File: src/rtl/jam_perm_solver_pkg.sv
// Shared types and elaboration helpers for the job-assignment permutation solver.
// Latency: n/a (package only).
// Backpressure: n/a (package only).
package jam_pkg;

    typedef enum logic [1:0] {
        S_IDLE,
        S_LOAD,
        S_SEARCH,
        S_OUT
    } state_t;

    // n! evaluated at elaboration time (search length in cycles).
    function automatic int fact(input int n);
        int f;
        f = 1;
        for (int i = 2; i <= n; i++) begin
            f = f * i;
        end
        return f;
    endfunction

    // Bits needed to index n items; never less than 1.
    function automatic int idx_w(input int n);
        return (n <= 1) ? 1 : $clog2(n);
    endfunction

    // Legal parameter set: N in 2..8, job field holds an index, cost
    // accumulator holds N maximal entries without wrapping.
    function automatic bit params_ok(input int n, input int cw, input int jw, input int ow);
        return (n >= 2) && (n <= 8) && (cw >= 1) &&
               (jw >= idx_w(n)) && (ow >= cw + idx_w(n));
    endfunction

endpackage

File: src/rtl/jam_perm_solver_next_perm.sv
// Lexicographic successor of a permutation, plus a flag when the input is the descending (final) one.
// Latency: purely combinational.
// Backpressure: none.
// Ports: i_perm (current permutation, element w at i_perm[w]), o_next (successor), o_is_last.
module jam_next_perm
    import jam_pkg::*;
#(
    parameter int N = 8
) (
    input  logic [N-1:0][idx_w(N)-1:0] i_perm,
    output logic [N-1:0][idx_w(N)-1:0] o_next,
    output logic                       o_is_last
);
    localparam int PW = idx_w(N);

    logic [PW-1:0]        w_i;
    logic [PW-1:0]        w_j;
    logic                 w_found;
    logic [N-1:0][PW-1:0] w_swp;

    always_comb begin
        // Pivot: largest i with p[i] < p[i+1]; none means descending order.
        w_i     = '0;
        w_found = 1'b0;
        for (int a = 0; a < N - 1; a++) begin
            if (i_perm[a] < i_perm[a+1]) begin
                w_i     = PW'(a);
                w_found = 1'b1;
            end
        end

        // Largest j beyond the pivot holding a larger value.
        w_j = w_i;
        for (int b = 0; b < N; b++) begin
            if ((PW'(b) > w_i) && (i_perm[b] > i_perm[w_i])) begin
                w_j = PW'(b);
            end
        end

        w_swp      = i_perm;
        w_swp[w_i] = i_perm[w_j];
        w_swp[w_j] = i_perm[w_i];

        // Reverse the suffix after the pivot: position b takes N+i-b.
        o_next = w_swp;
        for (int b = 0; b < N; b++) begin
            if (PW'(b) > w_i) begin
                o_next[b] = w_swp[PW'(N + int'(w_i) - b)];
            end
        end
    end

    assign o_is_last = ~w_found;

endmodule

File: src/rtl/jam_perm_solver.sv
// Minimum-cost N x N job assignment by exhaustive lexicographic permutation search.
// Latency: last matrix sample at cycle t -> search t+1..t+N!, out_valid t+N!+1..t+N!+N.
// Backpressure: none; in_valid accepted only in IDLE/LOAD, ignored during SEARCH/OUT.
// Ports: clk, rst_n (async active-low); in_valid/in_cost row-major matrix entries;
//        out_valid for N cycles, out_job = job of worker k, out_cost = minimum total.
module jam_perm_solver
    import jam_pkg::*;
#(
    parameter int N  = 8,
    parameter int CW = 7,
    parameter int JW = 4,
    parameter int OW = 10
) (
    input  logic          clk,
    input  logic          rst_n,
    input  logic          in_valid,
    input  logic [CW-1:0] in_cost,
    output logic          out_valid,
    output logic [JW-1:0] out_job,
    output logic [OW-1:0] out_cost
);
    localparam int PW = idx_w(N);
    localparam int NN = N * N;
    localparam int LW = idx_w(NN);

    if (!params_ok(N, CW, JW, OW)) begin : g_bad_params
        $error("jam_perm_solver: illegal N/CW/JW/OW combination");
    end

    state_t               r_state;
    state_t               w_state_nxt;
    logic [CW-1:0]        r_cost [NN];
    logic [LW-1:0]        r_cnt;
    logic [N-1:0][PW-1:0] r_perm;
    logic [N-1:0][PW-1:0] r_best_perm;
    logic [N-1:0][PW-1:0] w_perm_nxt;
    logic [N-1:0][PW-1:0] w_ident;
    logic [OW-1:0]        r_best_cost;
    logic [OW-1:0]        w_sum;
    logic                 r_first;
    logic                 w_is_last;
    logic [PW-1:0]        r_k;

    jam_next_perm #(.N(N)) u_next_perm (
        .i_perm    (r_perm),
        .o_next    (w_perm_nxt),
        .o_is_last (w_is_last)
    );

    always_comb begin
        for (int i = 0; i < N; i++) begin
            w_ident[i] = PW'(i);
        end
    end

    // Cost of the permutation under evaluation: sum of cost[w][perm[w]].
    always_comb begin
        w_sum = '0;
        for (int w = 0; w < N; w++) begin
            w_sum = w_sum + OW'(r_cost[LW'(w * N) + LW'(r_perm[w])]);
        end
    end

    always_ff @(posedge clk or negedge rst_n) begin
        if (!rst_n) begin
            r_state <= S_IDLE;
        end else begin
            r_state <= w_state_nxt;
        end
    end

    always_comb begin
        w_state_nxt = r_state;
        case (r_state)
            S_IDLE:   if (in_valid) w_state_nxt = S_LOAD;
            S_LOAD: begin
                if (!in_valid)                  w_state_nxt = S_IDLE;
                else if (r_cnt == LW'(NN - 1))  w_state_nxt = S_SEARCH;
            end
            S_SEARCH: if (w_is_last) w_state_nxt = S_OUT;
            S_OUT:    if (r_k == PW'(N - 1)) w_state_nxt = S_IDLE;
            default:  w_state_nxt = S_IDLE;
        endcase
    end

    always_ff @(posedge clk or negedge rst_n) begin
        if (!rst_n) begin
            for (int i = 0; i < NN; i++) begin
                r_cost[i] <= '0;
            end
            r_cnt       <= '0;
            r_perm      <= '0;
            r_best_perm <= '0;
            r_best_cost <= '0;
            r_first     <= 1'b0;
            r_k         <= '0;
        end else begin
            case (r_state)
                S_IDLE: begin
                    if (in_valid) begin
                        r_cost[0] <= in_cost;
                        r_cnt     <= LW'(1);
                    end
                end
                S_LOAD: begin
                    if (in_valid) begin
                        r_cost[r_cnt] <= in_cost;
                        r_cnt         <= r_cnt + 1'b1;
                        // Primed on every load beat so the search always starts clean.
                        r_perm        <= w_ident;
                        r_first       <= 1'b1;
                    end
                end
                S_SEARCH: begin
                    r_first <= 1'b0;
                    // Strict compare keeps the lexicographically first among ties.
                    if (r_first || (w_sum < r_best_cost)) begin
                        r_best_cost <= w_sum;
                        r_best_perm <= r_perm;
                    end
                    r_perm <= w_perm_nxt;
                end
                S_OUT: begin
                    r_k <= (r_k == PW'(N - 1)) ? '0 : r_k + 1'b1;
                end
                default: ;
            endcase
        end
    end

    // Outputs derive straight from state so reset clears them asynchronously.
    assign out_valid = (r_state == S_OUT);
    assign out_job   = out_valid ? JW'(r_best_perm[r_k]) : '0;
    assign out_cost  = out_valid ? r_best_cost : '0;

endmodule

File: config.mk
export PLATFORM = sky130hd
export DESIGN_NAME = jam_perm_solver
export DESIGN_NICKNAME = d
export VERILOG_FILES = /design/src/rtl/jam_perm_solver_pkg.sv /design/src/rtl/jam_perm_solver_next_perm.sv /design/src/rtl/jam_perm_solver.sv
export SDC_FILE = /design/constraint.sdc
export NUM_CORES = 1
export LEC_CHECK = 0
export ABC_AREA = 1
export CELL_PAD_IN_SITES_DETAIL_PLACEMENT = 0
export CELL_PAD_IN_SITES_GLOBAL_PLACEMENT = 2
export CORE_MARGIN = 2
export CORE_UTILIZATION = 43
export CTS_BUF_LIST = sky130_fd_sc_hd__clkbuf_2 sky130_fd_sc_hd__clkbuf_4 sky130_fd_sc_hd__clkbuf_8
export DETAILED_ROUTE_END_ITERATION = 8
export GPL_ROUTABILITY_DRIVEN = 0
export PLACE_DENSITY_LB_ADDON = 0.05
export SLEW_MARGIN = 30
export SYNTH_ARGS = -nofsm -noshare
export SYNTH_HDL_FRONTEND = slang
export SYNTH_SLANG_ARGS = --single-unit
File: constraint.sdc
create_clock -name clk -period 13.5 [get_ports clk]
set_clock_uncertainty 0.1 [all_clocks]
set_input_delay 1.35 -clock clk [delete_from_list [all_inputs] [get_ports clk]]
set_output_delay 1.35 -clock clk [all_outputs]
set_load 0.1 [all_outputs]
==> results.py <==
metrics = {
    "outcome": {
        "status": "finished, final reports clean",
    },
    "cells_and_area": {
        "multi_input_area_sq_mm": 0.0129,
        "stdcell_area_sq_mm": 0.0303,
        "nFillCells": 6324,
        "synthToLayoutAreaGrowth_pct": 10.6,
        "final_nets": 3538,
        "register_area_sq_mm": 0.0130,
        "final_layout_size_suffix_gt1_share_pct": 8.15,
        "final_cells": 4342,
    },
    "global_routing": {
        "antenna_found_initial": 3,
        "grt_pass1_vias": 23300,
        "gr-usage-all-layers_pct": 28.5,
        "grt-ovfl-total": 0,
        "grt_max_degree": 149,
        "grt_first_pass_wirelength_mm": 144,
    },
    "logic_synthesis": {
        "yosysTopAreaCell": "dfrtp_1",
        "avgSynthCellArea_sq_um": 7.84,
        "ys.flop_type": "dfrtp_1",
        "ys_seq_area_share_pct": 47.4,
        "synth-edff-count": 0,
        "synth_area_sq_mm": 0.0274,
        "synth_compound_area_share_pct": 17.9,
        "syn-num-nets": 3600,
        "synth_simple_gate_area_share_pct": 23.0,
        "yosys_warnings": 0,
        "synth_area_leaders": "dfrtp_1 (47%), nand2_1 (13%), o21ai_0 (13%), nand3_1 (4.9%), nor2_1 (3.5%)",
        "synth_top_family_by_area": "simple AND/OR/NAND/NOR gates",
        "synth_adder_area_share_pct": 5.74,
        "synth_cells": 3489,
        "synth_top_area_share_pct": 47.4,
        "ys_ff_latch": 518,
        "synth_xor_area_share_pct": 0.192,
        "synthArstFlopShare_pct": 100,
        "synth_cell_types": 47,
        "synthMuxAreaShare_pct": 0,
    },
    "clock_network": {
        "cts.sinks": 518,
        "ctsRootBufferMaster": "clkbuf_8",
        "clockBufferDepth": 3,
        "path_clk_slew_ns": 0.06,
        "cts_tree": "done",
        "worst_skew_pair.late_latency_ns": 0.71,
        "cts_made_buffers": 92,
        "cts_setup_buffers": 0,
        "cts_hold_buf": 0,
        "cts_resized": 0,
        "cts_max_level": 3,
    },
    "detailed_routing": {
        "postRouteAntennaNets": 0,
        "routed_wirelength_mm": 94.0,
        "drt_iter0_markers": 2389,
        "drc": 0,
        "avgViaCountPerCell": 5.64,
        "via_count": 24500,
        "wire_per_inst_um": 21.7,
        "dr.pass1.iters": 8,
    },
    "setup_path": {
        "critPathArrivalTime_ns": 8.83,
        "crit_required_ns": 14.00,
        "path_max_fanout": 59,
        "crit_start": "r_perm[0]",
        "critPathLaunchType": "register",
        "r2r_cells": 26,
        "rr_startpoint": "r_perm[0]",
        "cp-end-kind": "register",
        "path_class": "register to register",
        "r2r_setup_slack_ns": 5.18,
        "cp-endpoint": "r_best_cost[8]",
        "r2r-end": "r_best_cost[8]",
    },
    "sta": {
        "min_period_ns": 8.32,
        "holdWs_ns": 0.379,
        "tightest_slew_ns": 1.05,
        "fmax_mhz": 120,
        "post-route-period-util_pct": 61.7,
        "setup_tns_ns": 0,
        "setup_violations": 0,
        "drv_slew": 0,
        "slew_headroom_pct": 29.8,
        "rsz0062_at_grt": "no",
        "timing_hold_violations_final": 0,
    },
    "placement": {
        "place_inst": 4178,
        "dp_hpwl_mm": 61.4,
        "dpl_cell_area_sq_mm": 0.0282,
        "numPortBuffers": 23,
    },
    "pwr": {
        "p_leak_uw": 0.0139,
        "pwr-share-seq_pct": 20.9,
        "p_comb_share_pct": 61.5,
        "internal_power_uw": 4520,
        "pwr_density_cell_mw_per_mm2": 303,
        "p_switching_uw": 4650,
        "p_clk_share_pct": 17.6,
        "ir_drop_uv": 245,
        "swShare_pct": 50.7,
    },
    "floorplanning": {
        "die_width_um": 256,
        "dieArea_sq_mm": 0.0657,
        "ioPinCount": 25,
        "dieHeight_um": 256,
        "initial_core_util_pct": 43.5,
        "rows": 92,
        "fp.coreArea_sq_mm": 0.0630,
    },
    "flow_run": {
        "maxCapViolCount": 0,
    },
    "hold_path": {
        "hold_path_class": "register to register",
        "worstHoldPathCells": 2,
    },
}
area by class of cell:
type | count | share of cell area [%]
multi-input cells | 2558 | 42.6
repair buffers | 64 | 1.94
well taps | 846 | 3.50
clock inverters | 14 | 0.513
clock buffers | 148 | 6.25
inverters | 193 | 2.40
flip-flops and latches | 518 | 42.8
diodes | 1 | 0.00827
flip-flops by register name (all words and copies together), names as in the netlist, named ones only:
signal       flops
r_k              3
r_cnt            6
r_first          1
r_cost         448
r_perm          24
r_state          1
r_best_perm     24
r_best_cost     10
worst max-delay path, stage by stage (launching register included):
cell and delay, ns:
dfrtp_1 0.33, buf_4 0.36, clkinv_1 0.86, o21ai_0 0.45, o22ai_1 0.14, o21ai_0 0.60
fa_1 0.55, fa_1 0.54, inv_1 0.06, fa_1 0.53, inv_1 0.05, fa_1 0.41
inv_1 0.07, ha_1 0.18, fa_1 0.45, ha_1 0.31, nand2_1 0.05, o21ai_0 0.15
a21o_1 0.13, a21oi_1 0.07, o21ai_0 0.14, a21oi_1 0.09, nor2_1 0.08, o21ai_0 0.09
nand2_2 0.67, clkinv_1 0.47, o21ai_0 0.27
kinds of logic after synthesis:
| kind of cell | after synthesis |
|---|---|
| other cells | 1 |
| fa+ha+maj | 101 |
| buf+inv | 413 |
| flops | 518 |
| xor+xnor | 6 |
| simple gates | 1531 |
| compound gates | 919 |
metal layers:
metal,share of wire (%),GRT usage (%)
met1,46,41.0
met2,46,45.1
met3,5.5,3.91
met4,2.5,8.07
met5,0,0
power by group through the flow:
stage	registers (uW)	clock network, uW	logic [uW]
after floorplan	1880	0	4060
after global placement	1930	0	5560
after detailed placement	1940	0	5610
after CTS	1910	1650	5630
after global routing	1940	1720	6330
final	1920	1610	5640
stage by stage:
step	setup WS (ns)	util (%)	total power (uW)
final	5.18	48.1	9170
after global routing	4.57	48.1	9990
after CTS	5.29	48.0	9190
after detailed placement	5.31	44.8	7540
after global placement	5.38	44.7	7500
after floorplan	7.44	-	5940
cell usage after synthesis (all sizes together) (2+ instances only):
cell    count
nor3       10
o21bai      2
o21ai     704
a32oi      14
clkinv     19
o21a        3
o221ai     20
nand4       7
buf        17
nand3     274
a31oi      19
a21boi      2
o22ai      39
fa         41
xor2        5
nor2      263
a21oi     102
clkbuf    203
dfrtp     518
nand3b      4
ha         60
inv       174
nand2     971
a32o        8
worst min path at each step:
stage                      endpoint             from  slack (ns)
detailed placement      r_cost[380]      r_cost[380]        0.37
floorplan           r_best_perm[10]  r_best_perm[10]        0.35
CTS                     r_cost[380]      r_cost[380]        0.38
finish                  r_cost[289]      r_cost[289]        0.38
global placement         r_cost[14]       r_cost[14]        0.36
global route            r_cost[384]      r_cost[384]        0.40
cell usage in the layout, fill, tap and decap left out, types with 3 or more instances in the layout:
cell type	synthesis	layout
a21oi_1	99	99
a31oi_1	19	19
a32o_1	8	8
a32oi_1	14	14
buf_4	1	36
buf_6	1	3
clkbuf_4	0	23
clkbuf_8	0	125
clkdlybuf4s50_1	0	22
clkinv_1	19	13
clkinv_2	0	8
dfrtp_1	518	518
fa_1	41	41
ha_1	60	60
inv_1	157	155
inv_2	17	24
nand2_1	951	950
nand2_2	18	19
nand3_1	266	266
nand3_2	8	8
nand3b_1	4	4
nand4_1	7	7
nor2_1	252	246
nor2_2	5	10
nor2_4	5	6
nor3_1	10	4
nor3_2	0	6
o21a_1	3	3
o21ai_0	694	693
o21ai_1	10	11
o221ai_1	20	20
o22ai_1	39	39
xor2_1	5	5
Power figures use the tool's default switching activity.
